**config.mk**
```make
export PLATFORM = sky130hd
export DESIGN_NAME = fft_reorder
export DESIGN_NICKNAME = d
export VERILOG_FILES = /design/src/rtl/fft_pkg.sv /design/src/rtl/reorder_bank.sv /design/src/rtl/fft_reorder.sv
export SDC_FILE = /design/constraint.sdc
export NUM_CORES = 1
export LEC_CHECK = 0
export ABC_AREA = 1
export BUFFER_PORTS_ARGS = -buffer_cell sky130_fd_sc_hd__buf_4
export CORE_ASPECT_RATIO = 0.5
export CORE_MARGIN = 4
export CORE_UTILIZATION = 57
export DETAILED_ROUTE_END_ITERATION = 8
export PLACE_DENSITY = 0.77
export SLEW_MARGIN = 15
export SYNTH_ARGS = -nofsm -noshare
export SYNTH_HDL_FRONTEND = slang
export SYNTH_SLANG_ARGS = --single-unit
```
**constraint.sdc**
```tcl
create_clock -name clk -period 3.9 [get_ports clk]
set_input_delay 0.78 -clock clk [delete_from_list [all_inputs] [get_ports clk]]
set_output_delay 0.78 -clock clk [all_outputs]
set_load 0.005 [all_outputs]
```
**src/rtl/fft_pkg.sv**
```systemverilog
// Shared definitions for the FFT output reorder buffer: sample width, Q2.10 unity,
// sweep state type and the bit-reverse helper.
package fft_pkg;

  localparam int DATA_W    = 12;
  localparam int Q_ONE     = 1024;
  localparam int MAX_LOG2N = 6;

  typedef enum logic {SW_IDLE, SW_READ} sweep_e;

  // Reverse all MAX_LOG2N bits, then shift so only the low nbits are reversed.
  function automatic logic [MAX_LOG2N-1:0] bitrev(input logic [MAX_LOG2N-1:0] k,
                                                  input int unsigned nbits);
    logic [MAX_LOG2N-1:0] r;
    for (int i = 0; i < MAX_LOG2N; i++) r[i] = k[MAX_LOG2N-1-i];
    return r >> (MAX_LOG2N - nbits);
  endfunction

endpackage

```
**src/rtl/reorder_bank.sv**
```systemverilog
// One N-entry reorder bank: single write port, registered read port.
// Memory contents are deliberately not reset.
module reorder_bank #(
  parameter int N     = 8,
  parameter int LOG2N = 3,
  parameter int W     = 24
) (
  input  logic             clk,
  input  logic             we,
  input  logic [LOG2N-1:0] waddr,
  input  logic [W-1:0]     wdata,
  input  logic [LOG2N-1:0] raddr,
  output logic [W-1:0]     rdata
);

  logic [W-1:0] mem_q [N];
  logic [W-1:0] rdata_q;

  always_ff @(posedge clk) begin
    if (we) mem_q[waddr] <= wdata;
    rdata_q <= mem_q[raddr];
  end

  assign rdata = rdata_q;

endmodule

```
**src/rtl/fft_reorder.sv**
```systemverilog
// Ping-pong reorder of bit-reversed FFT output into natural order.
// Optional FFT_REORDER_FRAME_MARK_EN adds out_sof/out_eof frame markers.
module fft_reorder #(
  parameter int N      = 8,
  parameter int LOG2N  = 3,
  parameter int DATA_W = fft_pkg::DATA_W
) (
  input  logic              clk,
  input  logic              rst,
  input  logic              in_valid,
  input  logic [DATA_W-1:0] x_r,
  input  logic [DATA_W-1:0] x_i,
  output logic              out_valid,
  output logic [DATA_W-1:0] X_r,
  output logic [DATA_W-1:0] X_i,
  output logic [LOG2N-1:0]  bin_idx
`ifdef FFT_REORDER_FRAME_MARK_EN
  ,
  output logic              out_sof,
  output logic              out_eof
`endif
);
  import fft_pkg::*;

  localparam int W = 2 * DATA_W;

  sweep_e             st_q, st_d;
  logic [LOG2N-1:0]   wr_cnt_q, wr_cnt_d, rd_cnt_q, rd_cnt_d;
  logic [LOG2N-1:0]   rd_idx_q, rd_idx_d, bin_q, bin_d, wr_addr;
  logic               bank_sel_q, bank_sel_d, rd_sel_q, rd_sel_d, swap;
  logic [1:0]         vld_pipe_q, vld_pipe_d;
  logic [DATA_W-1:0]  xr_q, xr_d, xi_q, xi_d;
  logic [1:0][W-1:0]  rd_data;
  logic [W-1:0]       rd_word;
`ifdef FFT_REORDER_FRAME_MARK_EN
  logic               sof_q, sof_d, eof_q, eof_d;
`endif

  // bank_sel_q is the write bank; the sweep always reads the other one.
  for (genvar b = 0; b < 2; b++) begin : g_bank
    reorder_bank #(.N(N), .LOG2N(LOG2N), .W(W)) u_bank (
      .clk   (clk),
      .we    (in_valid && (bank_sel_q == 1'(b))),
      .waddr (wr_addr),
      .wdata ({x_r, x_i}),
      .raddr (rd_cnt_q),
      .rdata (rd_data[b])
    );
  end

  always_comb begin
    wr_cnt_d   = wr_cnt_q;
    rd_cnt_d   = rd_cnt_q;
    bank_sel_d = bank_sel_q;
    st_d       = st_q;
    wr_addr    = LOG2N'(bitrev(MAX_LOG2N'(wr_cnt_q), LOG2N));
    swap       = in_valid && (wr_cnt_q == LOG2N'(N - 1));

    if (in_valid) wr_cnt_d = wr_cnt_q + 1'b1;
    if (st_q == SW_READ) begin
      if (rd_cnt_q == LOG2N'(N - 1)) st_d = SW_IDLE;
      rd_cnt_d = rd_cnt_q + 1'b1;
    end
    // A swap may land on the last read of the previous sweep: restart cleanly.
    if (swap) begin
      bank_sel_d = ~bank_sel_q;
      st_d       = SW_READ;
      rd_cnt_d   = '0;
    end

    vld_pipe_d = {vld_pipe_q[0], st_q == SW_READ};
    rd_idx_d   = rd_cnt_q;
    rd_sel_d   = ~bank_sel_q;
    rd_word    = rd_data[rd_sel_q];
    xr_d       = vld_pipe_q[0] ? rd_word[W-1:DATA_W] : '0;
    xi_d       = vld_pipe_q[0] ? rd_word[DATA_W-1:0] : '0;
    bin_d      = vld_pipe_q[0] ? rd_idx_q : '0;
`ifdef FFT_REORDER_FRAME_MARK_EN
    sof_d      = vld_pipe_q[0] && (rd_idx_q == '0);
    eof_d      = vld_pipe_q[0] && (rd_idx_q == LOG2N'(N - 1));
`endif
  end

  always_ff @(posedge clk) begin
    if (rst) begin
      st_q       <= SW_IDLE;
      wr_cnt_q   <= '0;
      rd_cnt_q   <= '0;
      bank_sel_q <= 1'b0;
      rd_sel_q   <= 1'b0;
      rd_idx_q   <= '0;
      vld_pipe_q <= '0;
      xr_q       <= '0;
      xi_q       <= '0;
      bin_q      <= '0;
`ifdef FFT_REORDER_FRAME_MARK_EN
      sof_q      <= 1'b0;
      eof_q      <= 1'b0;
`endif
    end else begin
      st_q       <= st_d;
      wr_cnt_q   <= wr_cnt_d;
      rd_cnt_q   <= rd_cnt_d;
      bank_sel_q <= bank_sel_d;
      rd_sel_q   <= rd_sel_d;
      rd_idx_q   <= rd_idx_d;
      vld_pipe_q <= vld_pipe_d;
      xr_q       <= xr_d;
      xi_q       <= xi_d;
      bin_q      <= bin_d;
`ifdef FFT_REORDER_FRAME_MARK_EN
      sof_q      <= sof_d;
      eof_q      <= eof_d;
`endif
    end
  end

  assign out_valid = vld_pipe_q[1];
  assign X_r       = xr_q;
  assign X_i       = xi_q;
  assign bin_idx   = bin_q;
`ifdef FFT_REORDER_FRAME_MARK_EN
  assign out_sof   = sof_q;
  assign out_eof   = eof_q;
`endif

endmodule

```
# Yosys cells after proc, flatten, opt, wreduce, memory -nomap -nowiden
# Memories as Yosys holds them, arrays and structs flattened. A register that Yosys moved wholly into a read port is not among the register bits.
# Cells that the tools add are included.
# classes
add_sub_neg	2
n_lt_le_gt_ge	1
n_eq_ne	2
muxes	9
n_bitwise	2
reduce_logical	5
# ops
operator	n
2-to-1 mux 24 bit	2
2-to-1 mux 1 bit	7
adder 3 x 1 -> 3 bit, second input constant	2
== test 3 bit, second input constant	2
OR reduction 2 bit	2
logical AND 1 bit	3
less-than comparator 1 x 2 -> 1 bit, second input constant	1
inverter 1 bit	2
# totals
regBits	41
ramBits	384
input_bits	27
output_inout_bits	28
wordCells	33
mem_count	2
# mem_list
memory	words	width	read_ports	rd_ports_with_merged_regs	wr	line	text
g_bank[0].u_bank.mem_q	8	24	1	1	1	reorder_bank.sv:16	logic [W-1:0] mem_q [N];
g_bank[1].u_bank.mem_q	8	24	1	1	1	reorder_bank.sv:16	

# Logic depth before layout (Yosys ltp)
# Gate-level depths: netlist of the first run.
# depth
ltp_word	4
depth_mapped	9
depth_no_buf	6

# By module
# Synthesis of the first run repeated with hierarchy kept, for this count alone.
# hier_totals
cells_unflattened	1921
hier_area_um2	19362.3
# by_module_without_submodules
module	n_inst	cells_each	area_per_inst_um2	seq_area_each_um2
reorder_bank	2	872	8906.0	6246.0
fft_reorder	1	177	1550.2	820.8

# Least setup slack after synthesis of the first run
# Ideal clock, no wire load.
# synth_timing
path_kind	input port to flip-flop
startpoint	in in_valid
endpoint	mem g_bank[0].u_bank.mem_q[0][0] (enable)
setup_ns	0.435
arrival_time_ns	2.833
required_ns	3.465
path_slack_ns	0.632
stages	4
n_path_buf	1
path_cell_list	inv_2 > or2_1 > clkbuf_1 > nor3_1
# synth_between
elab_chain_len	3
# synth_rtl
element	line	text
start: declaration	fft_reorder.sv:10	input logic in_valid,
logical AND 1 bit	fft_reorder.sv:43	.we (in_valid && (bank_sel_q == 1'(b))),
2-to-1 mux 1 bit	reorder_bank.sv:20	if (we) mem_q[waddr] <= wdata;
2-to-1 mux 1 bit (implied by the code)	reorder_bank.sv:20	
end: declaration	reorder_bank.sv:16	
# No other way between the ends.

# Worst setup path after layout of the first run
# layout_timing
startpoint	reg wr_cnt_q[2]
endpoint	mem g_bank[1].u_bank.mem_q[1][14] (enable)
# layout_lines
element	line	text
start: declaration	fft_reorder.sv:28	logic [LOG2N-1:0] wr_cnt_q, wr_cnt_d, rd_cnt_q, rd_cnt_d;
start signal: assignment	fft_reorder.sv:102	wr_cnt_q <= wr_cnt_d;
end: declaration	reorder_bank.sv:16	
# Straight into the memory's write port.

==> reports/metrics.yaml, run 1 <==
clocking:
  clock_path_buffers: 3
  clk_latency_ns: 0.55
  postCtsSetupRepairBufs: 0
  cts_buffers: 42
  cts_sinks: 473
  cts_root_buf: "clkbuf_16"
  cts_hold_buf: 0
  cts_resized: 0
  cts_tree: "built"
  htree_levels: 2
  clkTransAtPathRegs_ns: 0.06
yosys:
  avgSynthCellArea_sq_um: 10.1
  ys_types: 21
  ys.warnings.count: 0
  seq_area_frac_synth: 0.691
  syn_area_sq_mm: 0.0193
  synth_nets: 1940
  syn-instance-count: 1905
  ys_ff_latch: 473
sta:
  worst_slew_pin_slew_ns: 1.15
  maxSlewHeadroom: 0.231
  fmax_mhz: 424
  hold-worst-slack_ns: 0.412
  finClkSkew_ns: 0.0163
  slew_violations: 0
  finalSetupTns_ns: 0
  fin_crit_ns: 2.36
  post-route-period-util: 0.605
  hold_violations: 0
  setup_violations: 0
  rsz0062_at_grt: "no"
global_route:
  grt_pass1_wl_mm: 65.3
  grt_pass1_vias: 12253
  antenna_found_initial: 0
  grt_use_total: 0.226
  grt_max_degree: 195
  overflow: 0
status:
  status: "complete, no violations"
cells_and_area:
  final_common_cell: "nand2_1"
  fill_cells: 2350
  fin_nets: 1978
  instances_no_fill: 2417
  multi_input_area_sq_mm: 0.00401
  final_cell_mix: "nand2_1 (681), inv_1 (399), edfxtp_1 (384), nand3_1 (192), dfxtp_1 (86)"
  area_delta_synth_final_pct: 11.2
  drive_above_1_share: 0.0840
  regArea_sq_mm: 0.0133
  n_antenna_cell: 0
critical_path:
  ff2ff_setup_slack_ns: 1.54
  slowest_stage: "nor3_2"
  cp_top_family: "simple AND/OR/NAND/NOR gates"
  crit_fanout: 17
  arrival_ns: 2.62
  path_cells: "clkinv_1 -> nor3_2 -> buf_12"
  worstSetupPathType: "reg -> reg"
  path_buf_inv: 2
  max_stage_delay_ns: 0.83
  cp-end-kind: "register"
  worstPathRequired_ns: 4.16
  crit_path_start_kind: "register"
floorplan:
  initial_core_util: 0.580
  design.core.area_sq_mm: 0.0332
  pin_count: 55
  die_x_um: 268
  die_h_um: 138
  die-area_sq_mm: 0.0370
  fp-row-count: 47
power_and_ir_drop:
  ir_worst_vdd_mv: 0.250
  power_density_mw_per_mm2: 468
  power_leakage_uw: 0.00965
detailed_routing:
  drt_iter0_markers: 1131
  drtPass1Iterations: 6
  dr_total_vias: 12469
  routed_via_density: 5.16
  drtAntennaViolNets: 0
  drt_wl_total_mm: 42.3
  wl_per_cell_um: 17.5
  drc: 0
job:
  maxCapViolations: 0
place:
  place_hpwl_mm: 23.0
  place_congestion: 0.784
  numPortBuffers: 54
  place_inst: 2340
min_path:
  hp-class: "reg -> reg"
## through the flow
step | power (uW) | utilization | instance area, sq um | worst slack (ns)
after floorplan | 5790 | - | 19300 | 0.632
after global placement | 5920 | 0.603 | 20000 | 1.28
after detailed placement | 5930 | 0.603 | 20000 | 1.23
after CTS | 10100 | 0.645 | 21400 | 1.54
after global routing | 10300 | 0.645 | 21400 | 1.46
final | 10000 | 0.645 | 21400 | 1.54
## power breakdown
| part | switching, uW | internal, uW |
|---|---|---|
| Sequential | 21.0 | 5530 |
| Clock | 1810 | 2410 |
| Combinational | 207 | 68.6 |
## synthesized netlist by cell type
cell type  count  area, sq um
buf_4          7         52.6
inv_2          1         3.75
nor2_1        12         45.0
or2_1          1         6.26
nand2_2        1         6.26
clkinv_1       1         3.75
nor3_1        13         65.1
inv_1        400         1500
ha_1           8          100
edfxtp_1     384        11500
inv_4          2         12.5
buf_6         17          191
a21oi_1       31          155
o21ai_0        3         15.0
buf_2         45          225
buf_1          4         15.0
o22ai_1        1         6.26
nand2_1      681         2560
clkbuf_1      12         45.0
nand3_1      192          961
dfxtp_1       89         1780
## state kept, by name, summed over array words and instances, names as in the netlist
name,cells
rd_cnt_q,3
X_r,12
g_bank.u_bank.rdata,48
wr_cnt_q,3
rd_sel_q,1
g_bank.u_bank.mem_q,384
X_i,12
bank_sel_q,1
bin_idx,3
rd_idx_q,3
vld_pipe_q,2
st_q,1
## per-layer routing
metal	share of wire	routed length [um]	global-route usage
met1	0.41	17500	0.298
met2	0.48	20300	0.375
met3	0.074	3140	0.0440
met4	0.034	1420	0.0898
met5	0	0	0
## worst reg2reg max path, stage by stage (launching register included)
cell and delay, ns:
dfxtp_1 0.58, clkinv_1 0.37, nor3_2 0.83, buf_12 0.27
## final cells by class
type / count / share of cell area
sequential: 473 / 0.622
clock buffer: 60 / 0.0574
tap: 441 / 0.0257
clock inverter: 17 / 0.00846
timing repair buffer: 79 / 0.0288
multi-input combinational: 943 / 0.187
inverter: 404 / 0.0711
## path summary, 6_finish.rpt
kind	cells after the start	start	to
max	3	wr_cnt_q[2]$_SDFFE_PP0P_	g_bank[1].u_bank.mem_q[1][14]$_DFFE_PP_
min reg2reg	2	rd_idx_q[0]$_SDFF_PP0_	bin_idx[0]$_SDFF_PP0_
max reg2reg	3	wr_cnt_q[2]$_SDFFE_PP0P_	g_bank[1].u_bank.mem_q[1][14]$_DFFE_PP_
min	2	rd_idx_q[0]$_SDFF_PP0_	bin_idx[0]$_SDFF_PP0_
## logic make-up (layout without fill, tap and decap cells)
family                     Yosys count  in the layout  share of synthesized area
buffers and inverters              489            560                      0.106
adders and majority gates            8              8                    0.00519
AOI/OAI and AO/OA                   35             35                    0.00915
DFF                                473            473                      0.691
and+or+nand+nor                    900            900                      0.189
(Power assumes the default switching activity.)
==> run 2, diff against run 1 <==
ABC_AREA = 0   (was 1)
CORE_UTILIZATION = 55   (was 57)
PLACE_DENSITY = 0.78   (was 0.77)
clock period = 2.1 ns   (was 3.9 ns; I/O delays follow)
==> reports/metrics.yaml, run 2 <==
power_and_ir_drop:
  power_leakage_uw: 0.00642  # -33%
  p_switching_uw: 3530  # +73%
  total_power_uw: 18500  # +84%
  clock_power_share: 0.416  # -0.004
  ir_worst_vdd_mv: 0.541  # +120%
  internal_power_uw: 14900  # +87%
  swShare: 0.191  # -0.0117
  power_density_mw_per_mm2: 942  # +100%
  p_seq_frac: 0.559  # +0.006
  comb_power_share: 0.025  # -0.003
detailed_routing:
  drtAntennaViolNets: 0  # unchanged
  drt_wl_total_mm: 33.6  # -20%
  dr_total_vias: 7718  # -38%
  wl_per_cell_um: 26.0  # +49%
  drt_iter0_markers: 759  # -33%
  drc: 0  # unchanged
  drtPass1Iterations: 5  # -1
  routed_via_density: 5.97  # +16%
sta:
  maxSlewHeadroom: 0.640  # +0.409
  finClkSkew_ns: 0.0155  # -0.000712 ns
  hold-worst-slack_ns: 0.151  # -0.261 ns
  hold_violations: 0  # unchanged
  fin_crit_ns: 1.86  # -0.497 ns
  finalWorstSetupSlack_ns: 0.236  # -1.30 ns
  fmax_mhz: 537  # +27%
  rsz0062_at_grt: "no"
  finalSetupTns_ns: 0  # unchanged
  setup_violations: 0  # unchanged
  slew_violations: 0  # unchanged
  post-route-period-util: 0.887  # +0.282
  worst_slew_pin_slew_ns: 0.540  # -0.613 ns
cells_and_area:
  final_common_cell: "edfxtp_1"
  largest_reg_flops: 384  # unchanged
  n_antenna_cell: 0  # unchanged
  drive_above_1_share: 0.346  # +0.262
  top_register: "g_bank.u_bank.mem_q"
  final_cell_mix: "edfxtp_1 (384), mux4_2 (96), dfxtp_1 (85), buf_4 (69), mux2_2 (48)"
  finish.utilization: 0.646  # +0.00114
  area_delta_synth_final_pct: 15.7
  fill_cells: 1831  # -22%
  fin_nets: 895  # -55%
status:
  status: "complete, no violations"
global_route:
  grt_use_total: 0.202  # -0.0241
  grt_max_degree: 34  # -83%
  antenna_found_initial: 0  # unchanged
  overflow: 0  # unchanged
  grt_pass1_wl_mm: 50.9  # -22%
  grt_pass1_vias: 8065  # -34%
floorplan:
  initial_core_util: 0.558  # -0.0218
  die_x_um: 256  # -4.4%
  pin_count: 55  # unchanged
  die-area_sq_mm: 0.0339  # -8.5%
  die_h_um: 132  # -4.3%
  design.core.area_sq_mm: 0.0303  # -8.7%
  fp-row-count: 45  # -4.3%
clocking:
  clk_latency_ns: 0.54  # about the same
  cts_resized: 0  # unchanged
  cts_buffers: 41  # -2.4%
  cts_root_buf: "clkbuf_16"
  cts_hold_buf: 0  # unchanged
  clkTransAtPathRegs_ns: 0.07  # about the same
  htree_levels: 2  # unchanged
  postCtsSetupRepairBufs: 0  # unchanged
  cts_sinks: 473  # unchanged
  cts_tree: "built"
  clock_path_buffers: 3  # unchanged
yosys:
  ys_async_sr_fraction: 0  # unchanged
  yosysTopAreaCell: "edfxtp_1"
  yosysMostFrequentCell: "edfxtp_1"
  seq_area_frac_synth: 0.786  # +0.0950
  ys.warnings.count: 0  # unchanged
  synth_edf_count: 384  # unchanged
  syn-instance-count: 766  # -60%
  syn_area_sq_mm: 0.0169  # -12%
  ys_types: 26  # +24%
  netlist_top_cells_count: "edfxtp_1 (384), mux4_2 (96), dfxtp_1 (89)"
  synthFlopType: "edfxtp_1"
  synth_nets: 801  # -59%
  ys_top_cells_by_area: "edfxtp_1 (68%), mux4_2 (13%), dfxtp_1 (11%), mux2_2 (3.2%), mux2i_1 (1.6%)"
  ys_ff_latch: 473  # unchanged
  avgSynthCellArea_sq_um: 22.1  # +120%
  yosys.area.top_type_share: 0.680  # +0.0823
place:
  place_congestion: 0.757  # -3.4%
  place_ws_ns: 0.260  # -0.965 ns
  numPortBuffers: 54  # unchanged
  place_hpwl_mm: 17.4  # -24%
min_path:
  hold_path_startpoint: "rst"
  worstHoldPathCells: 2  # unchanged
  hold_end: "rd_sel_q$_SDFF_PP0_"
  hp-class: "in -> reg"
critical_path:
  rr_endpoint: "g_bank[0].u_bank.mem_q[7][14]$_DFFE_PP_"
  rr_worst_depth: 4  # +1
  cp-end-kind: "register"
  crit_fanout: 13  # -4
  crit_path_start_kind: "register"
  arrival_ns: 2.07  # -0.55 ns
  worstSetupPathType: "reg -> reg"
  r2r-start: "wr_cnt_q[2]$_SDFFE_PP0P_"
  ff2ff_setup_slack_ns: 0.24  # -1.30 ns
  worstPathRequired_ns: 2.30  # -1.86 ns
job:
  maxCapViolations: 0  # unchanged
-- run 2: worst max-delay path, stage by stage (launching register included) --
cell	delay, ns
dfxtp_1	0.61
ha_1	0.35
nand3b_1	0.13
inv_1	0.11
buf_4	0.33
-- run 2: logic make-up (layout without fill, tap and decap cells) --
kind of cell,Yosys count,in the layout,synth area share
adder cells (fa/ha/maj),8,8,0.00591
buffers and inverters,43,170,0.0135
flip-flops,473,473,0.786
XOR/XNOR,2,2,0.00103
multiplexers,171,171,0.175
AO/OA/AOI/OAI,5,5,0.00207
AND/OR/NAND/NOR,64,64,0.0165
-- run 2: layout make-up --
| cell class | count | area, sq um | share of cell area |
|---|---|---|---|
| Clock buffer | 59 | 1200 | 0.0611 |
| Tap cell | 399 | 499 | 0.0255 |
| Clock inverter | 17 | 190 | 0.00970 |
| Sequential cell | 473 | 13300 | 0.679 |
| Multi-Input combinational cell | 250 | 3460 | 0.177 |
| Timing Repair Buffer | 89 | 918 | 0.0468 |
| Inverter | 5 | 18.8 | 0.000957 |
-- run 2: power groups by stage --
stage | registers, uW | clock network (uW) | logic, uW
2_1_floorplan | 10500 | 0 | 219
3_3_place_gp | 10500 | 0 | 433
3_5_place_dp | 10500 | 0 | 457
4_1_cts | 10300 | 7780 | 464
5_1_grt | 10300 | 8200 | 501
6_report | 10300 | 7680 | 463
-- run 2: worst max path at each step --
stage / cells after the start / slack (ns) / to / startpoint
2_1_floorplan: 4 / 0.02 / g_bank[0].u_bank.mem_q[3][0]$_DFFE_PP_ / in_valid
4_1_cts: 3 / 0.22 / g_bank[1].u_bank.rdata[9]$_DFF_P_ / rd_cnt_q[0]$_SDFFE_PP0P_
5_1_grt: 4 / 0.14 / g_bank[0].u_bank.mem_q[7][15]$_DFFE_PP_ / wr_cnt_q[2]$_SDFFE_PP0P_
3_5_place_dp: 4 / 0.26 / g_bank[0].u_bank.mem_q[7][14]$_DFFE_PP_ / wr_cnt_q[2]$_SDFFE_PP0P_
6_report: 4 / 0.24 / g_bank[0].u_bank.mem_q[7][14]$_DFFE_PP_ / wr_cnt_q[2]$_SDFFE_PP0P_
3_3_place_gp: 4 / 0.29 / g_bank[0].u_bank.mem_q[7][14]$_DFFE_PP_ / wr_cnt_q[2]$_SDFFE_PP0P_
-- run 2: per-stage QoR --
stage          instances  area [sq um]
2_1_floorplan        766         17000
3_5_place_dp        1216         18200
6_report            1292         19600
5_1_grt             1292         19600
4_1_cts             1292         19600
3_3_place_gp        1216         18200
-- run 2: metal layers --
metal | wire (um) | track usage | vias to the layer above
met4 | 714 | 0.0578 | 0
met3 | 2450 | 0.0388 | 55
met2 | 16900 | 0.339 | 314
met1 | 13600 | 0.277 | 4082
li1 | - | - | 3267
met5 | 0 | 0 | -
==> run 3, diff against run 2 <==
REMOVE_ABC_BUFFERS = 1   (was not set)
==> reports/metrics.yaml, run 3 (synthesized netlist as in run 2, its figures left out) <==
global_route:
  antenna_found_initial: 1  # +1
  grt_use_total: 0.198  # -0.00452
  grt_max_degree: 43  # +26%
  grt_pass1_wl_mm: 50.2  # -1.3%
  grt_pass1_vias: 8111  # +0.57%
  overflow: 0  # unchanged
place:
  numPortBuffers: 54  # unchanged
  place_congestion: 0.793  # +4.7%
  place_inst: 1213  # -0.25%
  place_hpwl_mm: 17.3  # -0.45%
floorplan:
  fp-row-count: 45  # unchanged
  design.core.area_sq_mm: 0.0303  # unchanged
  die-area_sq_mm: 0.0339  # unchanged
  initial_core_util: 0.558  # unchanged
  die_x_um: 256  # unchanged
  pin_count: 55  # unchanged
  die_h_um: 132  # unchanged
critical_path:
  crit_fanout: 41  # +28
  path_cells: "buf_12 -> mux4_2 -> mux2_2"
  max_stage_delay_ns: 0.56  # -0.05 ns
  cp_num_cells: 3  # -1
  worstPathRequired_ns: 2.52  # +0.22 ns
  cp-end-kind: "register"
  slowest_stage: "mux4_2"
  arrival_ns: 2.13  # +0.06 ns
  cp_top_family: "multiplexers"
  ff2ff_setup_slack_ns: 0.39  # +0.16 ns
  crit_path_start_kind: "register"
  rr_endpoint: "g_bank[0].u_bank.rdata[5]$_DFF_P_"
  r2r-start: "rd_cnt_q[0]$_SDFFE_PP0P_"
  worstSetupPathType: "reg -> reg"
  path_buf_inv: 1  # -1
  rr_worst_depth: 3  # -1
cells_and_area:
  largest_reg_flops: 384  # unchanged
  final_common_cell: "edfxtp_1"
  final_cell_mix: "edfxtp_1 (384), mux4_2 (96), dfxtp_1 (85), buf_4 (67), mux2_2 (48)"
  n_antenna_cell: 0  # unchanged
  fill_cells: 1833  # +0.11%
  area_delta_synth_final_pct: 14.8
  drive_above_1_share: 0.344  # -0.00252
  instances_no_fill: 1284  # -0.62%
  top_register: "g_bank.u_bank.mem_q"
  fin_nets: 891  # -0.45%
sta:
  rsz0062_at_grt: "no"
  finClkSkew_ns: 0.0111  # -0.00443 ns
  hold_violations: 0  # unchanged
  post-route-period-util: 0.812  # -0.0752
  fmax_mhz: 586  # +9.3%
  maxSlewHeadroom: 0.658  # +0.0182
  slew_violations: 0  # unchanged
  setup_violations: 0  # unchanged
  worst_slew_pin_slew_ns: 0.513  # -0.0266 ns
  fin_crit_ns: 1.71  # -0.158 ns
  hold-worst-slack_ns: 0.169  # +0.0179 ns
clocking:
  cts_sinks: 473  # unchanged
  cts_tree: "built"
  cts_root_buf: "clkbuf_16"
  clk_latency_ns: 0.53  # about the same
  cts_buffers: 40  # -2.4%
  postCtsSetupRepairBufs: 0  # unchanged
  cts_hold_buf: 0  # unchanged
  htree_levels: 2  # unchanged
  cts_resized: 0  # unchanged
  clock_path_buffers: 3  # unchanged
  clkTransAtPathRegs_ns: 0.07  # about the same
min_path:
  hold_end: "wr_cnt_q[0]$_SDFFE_PP0P_"
  hold_path_startpoint: "rst"
  worstHoldPathCells: 2  # unchanged
  hp-class: "in -> reg"
power_and_ir_drop:
  power_density_mw_per_mm2: 930  # -1.3%
  total_power_uw: 18100  # -2.0%
  ir_worst_vdd_mv: 0.557  # +2.9%
  power_leakage_uw: 0.00637  # -0.72%
detailed_routing:
  drtAntennaViolNets: 0  # unchanged
  drtPass1Iterations: 5  # unchanged
  drt_iter0_markers: 885  # +17%
  dr_total_vias: 7701  # -0.22%
  routed_via_density: 6.00  # +0.40%
  drt_wl_total_mm: 32.8  # -2.5%
  drc: 0  # unchanged
  wl_per_cell_um: 25.6  # -1.9%
status:
  status: "complete, no violations"
job:
  maxCapViolations: 0  # unchanged
run 3: report_power, final:
part           total (uW)  switching, uW  internal, uW  leakage [uW]
Clock                7320           3150          4170      0.000636
Combinational         453            273           180       0.00153
Sequential          10300           46.5         10300       0.00421
run 3: layer usage:
metal	share of wire	global-route usage	vias up
li1	-	-	3249
met1	0.42	0.294	4037
met5	0.00040	0	-
met2	0.47	0.307	360
met4	0.018	0.0502	2
met3	0.088	0.0405	53
run 3: worst max path at each step:
stage | start | end | slack (ns)
2_1_floorplan | rd_cnt_q[0]$_SDFFE_PP0P_ | g_bank[0].u_bank.rdata[0]$_DFF_P_ | -3.01
3_3_place_gp | in_valid | g_bank[0].u_bank.mem_q[2][0]$_DFFE_PP_ | 0.41
3_5_place_dp | in_valid | g_bank[0].u_bank.mem_q[3][14]$_DFFE_PP_ | 0.39
4_1_cts | rd_cnt_q[0]$_SDFFE_PP0P_ | g_bank[0].u_bank.rdata[16]$_DFF_P_ | 0.37
5_1_grt | wr_cnt_q[0]$_SDFFE_PP0P_ | g_bank[0].u_bank.mem_q[2][0]$_DFFE_PP_ | 0.30
6_report | rd_cnt_q[0]$_SDFFE_PP0P_ | g_bank[0].u_bank.rdata[5]$_DFF_P_ | 0.39
run 3: metrics by stage:
| step | instance area, sq um | worst slack [ns] | setup TNS (ns) | util |
|---|---|---|---|---|
| 2_1_floorplan | 16700 | -3.01 | -204.36 | - |
| 3_3_place_gp | 18200 | 0.413 | 0 | 0.599 |
| 3_5_place_dp | 18200 | 0.391 | 0 | 0.599 |
| 4_1_cts | 19500 | 0.370 | 0 | 0.641 |
| 5_1_grt | 19500 | 0.296 | 0 | 0.641 |
| 6_report | 19500 | 0.394 | 0 | 0.641 |
run 3: area by class of cell:
class | count | area [sq um] | share of cell area
Sequential cell | 473 | 13300 | 0.685
Multi-Input combinational cell | 250 | 3450 | 0.177
Clock buffer | 55 | 1140 | 0.0586
Timing Repair Buffer | 86 | 883 | 0.0454
Tap cell | 399 | 499 | 0.0257
Clock inverter | 16 | 148 | 0.00759
Inverter | 5 | 18.8 | 0.000965
run 3: worst register-to-register path, delay by kind of cell, from the launching register on:
kind	cells	cell delay (ns)
multiplexers	2	0.89
flip-flops	1	0.40
buffers and inverters	1	0.30
